`src/rtl/iq_pkg.sv`:
```
// Shared types and widths for the issue-queue wakeup/select stage.
package iq_pkg;

  localparam int unsigned TAG_WIDTH     = 6;
  localparam int unsigned PAYLOAD_WIDTH = 32;
  localparam int unsigned N_CDB         = 2;

  function automatic int unsigned entry_width();
    return 2 * TAG_WIDTH + 2 + TAG_WIDTH + PAYLOAD_WIDTH;
  endfunction

  localparam int unsigned ENTRY_WIDTH = entry_width();

  // Queue entry, MSB to LSB
  typedef struct packed {
    logic [TAG_WIDTH-1:0]     src1_tag;
    logic                     src1_rdy;
    logic [TAG_WIDTH-1:0]     src2_tag;
    logic                     src2_rdy;
    logic [TAG_WIDTH-1:0]     dst_tag;
    logic [PAYLOAD_WIDTH-1:0] payload;
  } iq_entry_t;

endpackage

```
`src/rtl/iq_wakeup_select_if.sv`:
```
// Bundle between fifo_ram, the CDB, the execution unit and iq_wakeup_select.
interface iq_wakeup_select_if #(
  parameter int unsigned N_ENTRIES = 8
);
  import iq_pkg::*;

  logic                               flush;
  logic [N_ENTRIES-1:0]               entry_valid;
  logic [N_ENTRIES*ENTRY_WIDTH-1:0]   entry_douts;
  logic                               deq_valid;
  logic [ENTRY_WIDTH-1:0]             deq_data;
  logic                               deq_ready;
  logic [N_ENTRIES-1:0]               deq_sel_onehot;
  logic [N_ENTRIES-1:0]               wr_en;
  logic [N_ENTRIES*ENTRY_WIDTH-1:0]   wr_data;
  logic [N_CDB-1:0]                   cdb_valid;
  logic [N_CDB*TAG_WIDTH-1:0]         cdb_tag;
  logic                               iss_valid;
  logic                               iss_ready;
  logic [ENTRY_WIDTH-1:0]             iss_entry;

  modport master (
    input  flush, entry_valid, entry_douts, deq_valid, deq_data,
           cdb_valid, cdb_tag, iss_ready,
    output deq_ready, deq_sel_onehot, wr_en, wr_data, iss_valid, iss_entry
  );

  modport slave (
    output flush, entry_valid, entry_douts, deq_valid, deq_data,
           cdb_valid, cdb_tag, iss_ready,
    input  deq_ready, deq_sel_onehot, wr_en, wr_data, iss_valid, iss_entry
  );

endinterface

```
`src/rtl/prio_sel_onehot.sv`:
```
// Lowest-index one-hot priority select; all-zero grant when nothing requests.
module prio_sel_onehot #(
  parameter int unsigned N = 8
) (
  input  logic [N-1:0] req,
  output logic [N-1:0] gnt_c
);

  // Isolate the lowest set bit
  assign gnt_c = req & (~req + N'(1));

endmodule

```
`src/rtl/iq_wakeup_select.sv`:
```
// CDB wakeup, oldest-ready select and issue register for a fifo_ram issue queue.
// Define IQ_WAKEUP_BYPASS_EN to let an entry woken this cycle be selected this cycle.
module iq_wakeup_select
  import iq_pkg::*;
#(
  parameter int unsigned N_ENTRIES = 8
) (
  input  logic                clk,
  input  logic                rst_aL,
  iq_wakeup_select_if.master  bus
);

  iq_entry_t            woken [N_ENTRIES];
  logic [N_ENTRIES-1:0] hit_any;
  logic [N_ENTRIES-1:0] eligible;
  logic [N_ENTRIES-1:0] sel;
  logic                 load;
  iq_entry_t            load_entry;
  iq_entry_t            iss_q;
  logic                 iss_valid_q;

  function automatic logic cdb_hit(
    input logic [TAG_WIDTH-1:0]       tag,
    input logic [N_CDB-1:0]           vld,
    input logic [N_CDB*TAG_WIDTH-1:0] tags
  );
    logic hit;
    hit = 1'b0;
    for (int k = 0; k < int'(N_CDB); k++) begin
      hit = hit | (vld[k] && (tags[k*TAG_WIDTH +: TAG_WIDTH] == tag));
    end
    return hit;
  endfunction

  // Tag wakeup and eligibility per entry
  always_comb begin
    hit_any  = '0;
    eligible = '0;
    woken    = '{default: '0};
    for (int i = 0; i < int'(N_ENTRIES); i++) begin
      iq_entry_t cur;
      logic      h1;
      logic      h2;
      cur = iq_entry_t'(bus.entry_douts[i*ENTRY_WIDTH +: ENTRY_WIDTH]);
      h1  = !cur.src1_rdy && cdb_hit(cur.src1_tag, bus.cdb_valid, bus.cdb_tag);
      h2  = !cur.src2_rdy && cdb_hit(cur.src2_tag, bus.cdb_valid, bus.cdb_tag);
      woken[i]          = cur;
      woken[i].src1_rdy = cur.src1_rdy | h1;
      woken[i].src2_rdy = cur.src2_rdy | h2;
      hit_any[i]        = h1 | h2;
`ifdef IQ_WAKEUP_BYPASS_EN
      eligible[i] = bus.entry_valid[i] && woken[i].src1_rdy && woken[i].src2_rdy;
`else
      eligible[i] = bus.entry_valid[i] && cur.src1_rdy && cur.src2_rdy;
`endif
    end
  end

  prio_sel_onehot #(.N(N_ENTRIES)) u_sel (
    .req   (eligible),
    .gnt_c (sel)
  );

  assign load = (|eligible) && bus.deq_valid && (!iss_valid_q || bus.iss_ready) && !bus.flush;

  assign bus.deq_ready      = load;
  assign bus.deq_sel_onehot = sel;

  // Write-back in pre-dequeue positions; the departing entry is not written
  always_comb begin
    bus.wr_en   = '0;
    bus.wr_data = '0;
    for (int i = 0; i < int'(N_ENTRIES); i++) begin
      bus.wr_en[i] = bus.entry_valid[i] && hit_any[i] && !(load && sel[i]);
      bus.wr_data[i*ENTRY_WIDTH +: ENTRY_WIDTH] = woken[i];
    end
  end

  always_comb begin
    load_entry          = iq_entry_t'(bus.deq_data);
    load_entry.src1_rdy = 1'b1;
    load_entry.src2_rdy = 1'b1;
  end

  // Issue register; flush drops the held op
  always_ff @(posedge clk or negedge rst_aL) begin
    if (!rst_aL) begin
      iss_valid_q <= 1'b0;
      iss_q       <= '0;
    end else if (load) begin
      iss_valid_q <= 1'b1;
      iss_q       <= load_entry;
    end else if (bus.iss_ready || bus.flush) begin
      iss_valid_q <= 1'b0;
    end
  end

  assign bus.iss_valid = iss_valid_q;
  assign bus.iss_entry = iss_q;

endmodule

```
`src/flat_wrapper.sv`:
```
// flat-port wrapper written by rule: the top's interface ports become plain ports
module iq_wakeup_select_flat import iq_pkg::*;
#(
  parameter int unsigned N_ENTRIES = 8
)
  (clk, rst_aL, bus_flush, bus_entry_valid, bus_entry_douts, bus_deq_valid, bus_deq_data, bus_cdb_valid, bus_cdb_tag, bus_iss_ready, bus_deq_ready, bus_deq_sel_onehot, bus_wr_en, bus_wr_data, bus_iss_valid, bus_iss_entry);
  iq_wakeup_select_if #(.N_ENTRIES(N_ENTRIES)) bus_i ();
  input  logic clk;
  input  logic rst_aL;
  input wire logic [$bits(bus_i.flush)-1:0] bus_flush;
  input wire logic [$bits(bus_i.entry_valid)-1:0] bus_entry_valid;
  input wire logic [$bits(bus_i.entry_douts)-1:0] bus_entry_douts;
  input wire logic [$bits(bus_i.deq_valid)-1:0] bus_deq_valid;
  input wire logic [$bits(bus_i.deq_data)-1:0] bus_deq_data;
  input wire logic [$bits(bus_i.cdb_valid)-1:0] bus_cdb_valid;
  input wire logic [$bits(bus_i.cdb_tag)-1:0] bus_cdb_tag;
  input wire logic [$bits(bus_i.iss_ready)-1:0] bus_iss_ready;
  output wire logic [$bits(bus_i.deq_ready)-1:0] bus_deq_ready;
  output wire logic [$bits(bus_i.deq_sel_onehot)-1:0] bus_deq_sel_onehot;
  output wire logic [$bits(bus_i.wr_en)-1:0] bus_wr_en;
  output wire logic [$bits(bus_i.wr_data)-1:0] bus_wr_data;
  output wire logic [$bits(bus_i.iss_valid)-1:0] bus_iss_valid;
  output wire logic [$bits(bus_i.iss_entry)-1:0] bus_iss_entry;
  assign bus_i.flush = bus_flush;
  assign bus_i.entry_valid = bus_entry_valid;
  assign bus_i.entry_douts = bus_entry_douts;
  assign bus_i.deq_valid = bus_deq_valid;
  assign bus_i.deq_data = bus_deq_data;
  assign bus_i.cdb_valid = bus_cdb_valid;
  assign bus_i.cdb_tag = bus_cdb_tag;
  assign bus_i.iss_ready = bus_iss_ready;
  assign bus_deq_ready = bus_i.deq_ready;
  assign bus_deq_sel_onehot = bus_i.deq_sel_onehot;
  assign bus_wr_en = bus_i.wr_en;
  assign bus_wr_data = bus_i.wr_data;
  assign bus_iss_valid = bus_i.iss_valid;
  assign bus_iss_entry = bus_i.iss_entry;
  iq_wakeup_select #(.N_ENTRIES(N_ENTRIES)) u_core (.clk(clk), .rst_aL(rst_aL), .bus(bus_i));
endmodule
```
`config.mk`:
```
export PLATFORM = sky130hd
export DESIGN_NAME = iq_wakeup_select_flat
export DESIGN_NICKNAME = d
export VERILOG_FILES = /design/src/rtl/iq_pkg.sv /design/src/rtl/iq_wakeup_select_if.sv /design/src/rtl/prio_sel_onehot.sv /design/src/rtl/iq_wakeup_select.sv /design/src/flat_wrapper.sv
export SDC_FILE = /design/constraint.sdc
export NUM_CORES = 1
export LEC_CHECK = 0
export ABC_AREA = 1
export BUFFER_PORTS_ARGS = -buffer_cell sky130_fd_sc_hd__buf_2
export CAP_MARGIN = 20
export CORE_AREA = 2 2 381 383
export CTS_BUF_LIST = sky130_fd_sc_hd__clkbuf_16
export CTS_CLUSTER_SIZE = 25
export DETAILED_ROUTE_END_ITERATION = 16
export DIE_AREA = 0 0 383 385
export PLACE_DENSITY = 0.3
export SETUP_SLACK_MARGIN = 0.02
export SYNTH_ARGS = -nofsm -noshare
export SYNTH_HDL_FRONTEND = slang
export SYNTH_SLANG_ARGS = --single-unit
```
`constraint.sdc`:
```
create_clock -name clk -period 1.5 [get_ports clk]
set_input_delay 0.3 -clock clk [delete_from_list [all_inputs] [get_ports clk]]
set_output_delay 0.3 -clock clk [all_outputs]
set_load 0.01 [all_outputs]
```
==> metrics.txt <==
ranking of synthesized cells by area buf_4, nand2_1, dfrtp_1; Setup crit end kind output port; commonest register cell after synthesis dfrtp_1; violated checks negative hold slack, negative setup slack; CTS H-tree depth 2; Synth Cell Area 8720 um2; Power, Total 0.00730 W; antenna violations before repair 29; GPL Wtd Cong 0.750; layout cell share with drive strength beyond 1 0.478; vias in the first global route 9281; Worst path slowest cell a21oi_4; post-synth top area share 0.361; final worst slack -0.428 ns; Fillers 16900; Critical Path End bus_wr_en[5]; worst r2r dst u_core.bus.iss_entry[2]$_DFFE_PN0N_; initial core utilization 0.0610; io pins 981; Crit Path Class input port to output port; status finished with violations; port buffer count 370; Slew HR 0.791; crit start category input port; Max FO, Critical Path 5; met3 wire len 14000 um; DR vias 9470; Area Growth Syn to Fin 55.5%; Final Slew Violations 0; All-Layer GR Usage 0.111; Async SR Flop Fraction 1.00; worst endpoint data arrival time 1.63 ns; Pleak 6.64 nW; r2r setup slk 0.21 ns; Avg Synthesized Cell Area 6.01 um2; largest net degree at the start of global routing 53; CTS tree built; Yosys Warn Count 0; first-pass GRT wire length 105000 um; hold slack -0.0129 ns; Most common cell on crit path nand2_1; area leader, netlist buf_4; M1 wire length 29000 um; Hold Path Class input port to asynchronous set/reset pin; Final min period 1.93 ns; Post-synth EDFFs 0; Skew-Pair Late Insertion Delay 0.30 ns; hold buffer count at cts 0; worst r2r src u_core.bus.iss_valid$_DFFE_PN0P_; Num CTS Buffers 5; Layout Nets 2093; Power Density 538 nW/um2; Finish-stage setup viols 28; Post-Synthesis Cells 1452; CP peak stage delay 0.17 ns; Worst-path clk slew 0.07 ns; GRT overflow 0; clk root buf clkbuf_16; DR top layer met5; final hold vios 11; Iter 0 DRT Violations 456; critical path required time 1.20 ns; die width 383 um; Post-Route WL 86800 um; Crit path buffers/inverters 6; CP delay by family, top buffers and inverters; # clock sinks 52; met2 WL 41500 um; Worst Skew 0.00972 ns; Yosys cell types 25; CP Cell Sequence buf_8 -> inv_6 -> buf_12 -> buf_12 -> buf_6 -> a21oi_2 -> nand2_1 -> nor2_1 -> nand2_1 -> nand2_1 -> nand2_2 -> a21oi_4 -> buf_2; peak supply drop 0.421 mV; measured slew at the worst slew-check pin 0.314 ns; cell with the most instances after synthesis nand2_1; fin crit share 1.29; Post-synth top cells nand2_1, buf_4, inv_1; TritonRoute pass-1 iters 4; Post-DRT Antenna Nets 0; via density per instance 2.70; DP Wirelength 76000 um; R2R depth 8; Critical Path Start bus_cdb_tag[11]; # Max-Cap Violations 0; WP depth 13; Core ar. 143000 um2; #FFs+latches synth 52; Die Span Y 385 um; register area share after synthesis 0.149; row cnt 139; Synth Net Count 1947; Routed WL per cell 24.8 um; die area 147000 um2; RSZ-0062 raised after global routing yes; DRC Markers 0; highest clock rate 0.519 GHz; clk buf depth 2
[worst reg2reg max path: cells and delay by family (launching register included)]
family	cells	cell delay (ns)
buffers and inverters	3	0.37
and+or+nand+nor	5	0.44
DFF	1	0.37
[layout by cell type, fill, tap and decap left out, types with 8 or more instances in the layout]
| cell | count |
|---|---|
| a21oi_1 | 15 |
| a21oi_2 | 22 |
| buf_12 | 39 |
| buf_2 | 312 |
| buf_4 | 143 |
| buf_6 | 72 |
| buf_8 | 14 |
| clkbuf_16 | 8 |
| dfrtp_1 | 52 |
| inv_1 | 121 |
| nand2_1 | 466 |
| nand2_2 | 39 |
| nand3_1 | 30 |
| nand3_2 | 12 |
| nand3_4 | 15 |
| nand4_1 | 58 |
| nor2_1 | 44 |
| nor2_2 | 17 |
| o22ai_1 | 14 |
| xnor2_1 | 15 |
| xnor2_2 | 13 |
[stage by stage]
stage                     TNS, ns  cells    util  cell area [um2]  worst slack [ns]
after floorplan                 0   1452       -             8870            0.0129
after global routing        -8.35   3502  0.0947            13600            -0.535
final                       -6.21   3506  0.0948            13600            -0.428
after detailed placement   -32.94   3431  0.0778            11100            -0.896
after CTS                   -7.49   3489  0.0904            12900            -0.525
after global placement     -34.23   3431  0.0778            11100            -0.872
[power breakdown]
group | internal, W | switching [W]
Sequential | 0.00169 | 0.000156
Combinational | 0.00176 | 0.00238
Clock | 0.000771 | 0.000536
Total | 0.00423 | 0.00307
[state kept, by name (all words and copies together), names as in the netlist]
signal,flops
u_core.bus.iss_entry,51
u_core.bus.iss_valid,1
[metal layers]
layer / vias up / GRT usage
li1: 4366 / -
met1: 4273 / 0.109
met2: 635 / 0.189
met3: 170 / 0.0788
met4: 26 / 0.0214
met5: - / 0.000975
[timing repair]
| action | 4_1_cts | 5_1_grt |
|---|---|---|
| gates cloned | 6 | 3 |
| buffers inserted | 50 | 18 |
| setup endpoints to repair | 82 | 77 |
| pin swaps | 76 | 80 |
| resized for setup | 276 | 128 |
[cell families (layout without fill, tap and decap cells)]
kind of cell,count (synthesis),in the layout,share of synthesized area
flip-flops,52,52,0.149
XOR/XNOR,36,36,0.0361
AND/OR/NAND/NOR,702,702,0.331
buffers and inverters,596,741,0.442
AO/OA/AOI/OAI,66,66,0.0419
other,0,6,0
[worst min path at each step]
stage,startpoint,endpoint,slack (ns),depth (start not counted)
after global placement,rst_aL,u_core.bus.iss_entry[8]$_DFFE_PN0N_,0.33,2
after global routing,rst_aL,u_core.bus.iss_entry[8]$_DFFE_PN0N_,0.0007,2
after detailed placement,rst_aL,u_core.bus.iss_entry[22]$_DFFE_PN0N_,0.33,2
final,rst_aL,u_core.bus.iss_entry[8]$_DFFE_PN0N_,-0.01,2
after floorplan,rst_aL,u_core.bus.iss_entry[0]$_DFFE_PN0N_,0.004,0
after CTS,rst_aL,u_core.bus.iss_entry[11]$_DFFE_PN0N_,0.009,2
[layout make-up]
cell class	instances	area (um2)	share of cell area
Timing Repair Buffer	595	4750	0.350
Multi-Input combinational cell	804	4340	0.320
Tap cell	1903	2380	0.176
Sequential cell	52	1300	0.0959
Inverter	140	623	0.0459
Clock buffer	5	125	0.00922
Clock inverter	1	30.0	0.00221
Antenna cell	6	15.0	0.00111
No activity file was read; power rests on OpenSTA's default activity.
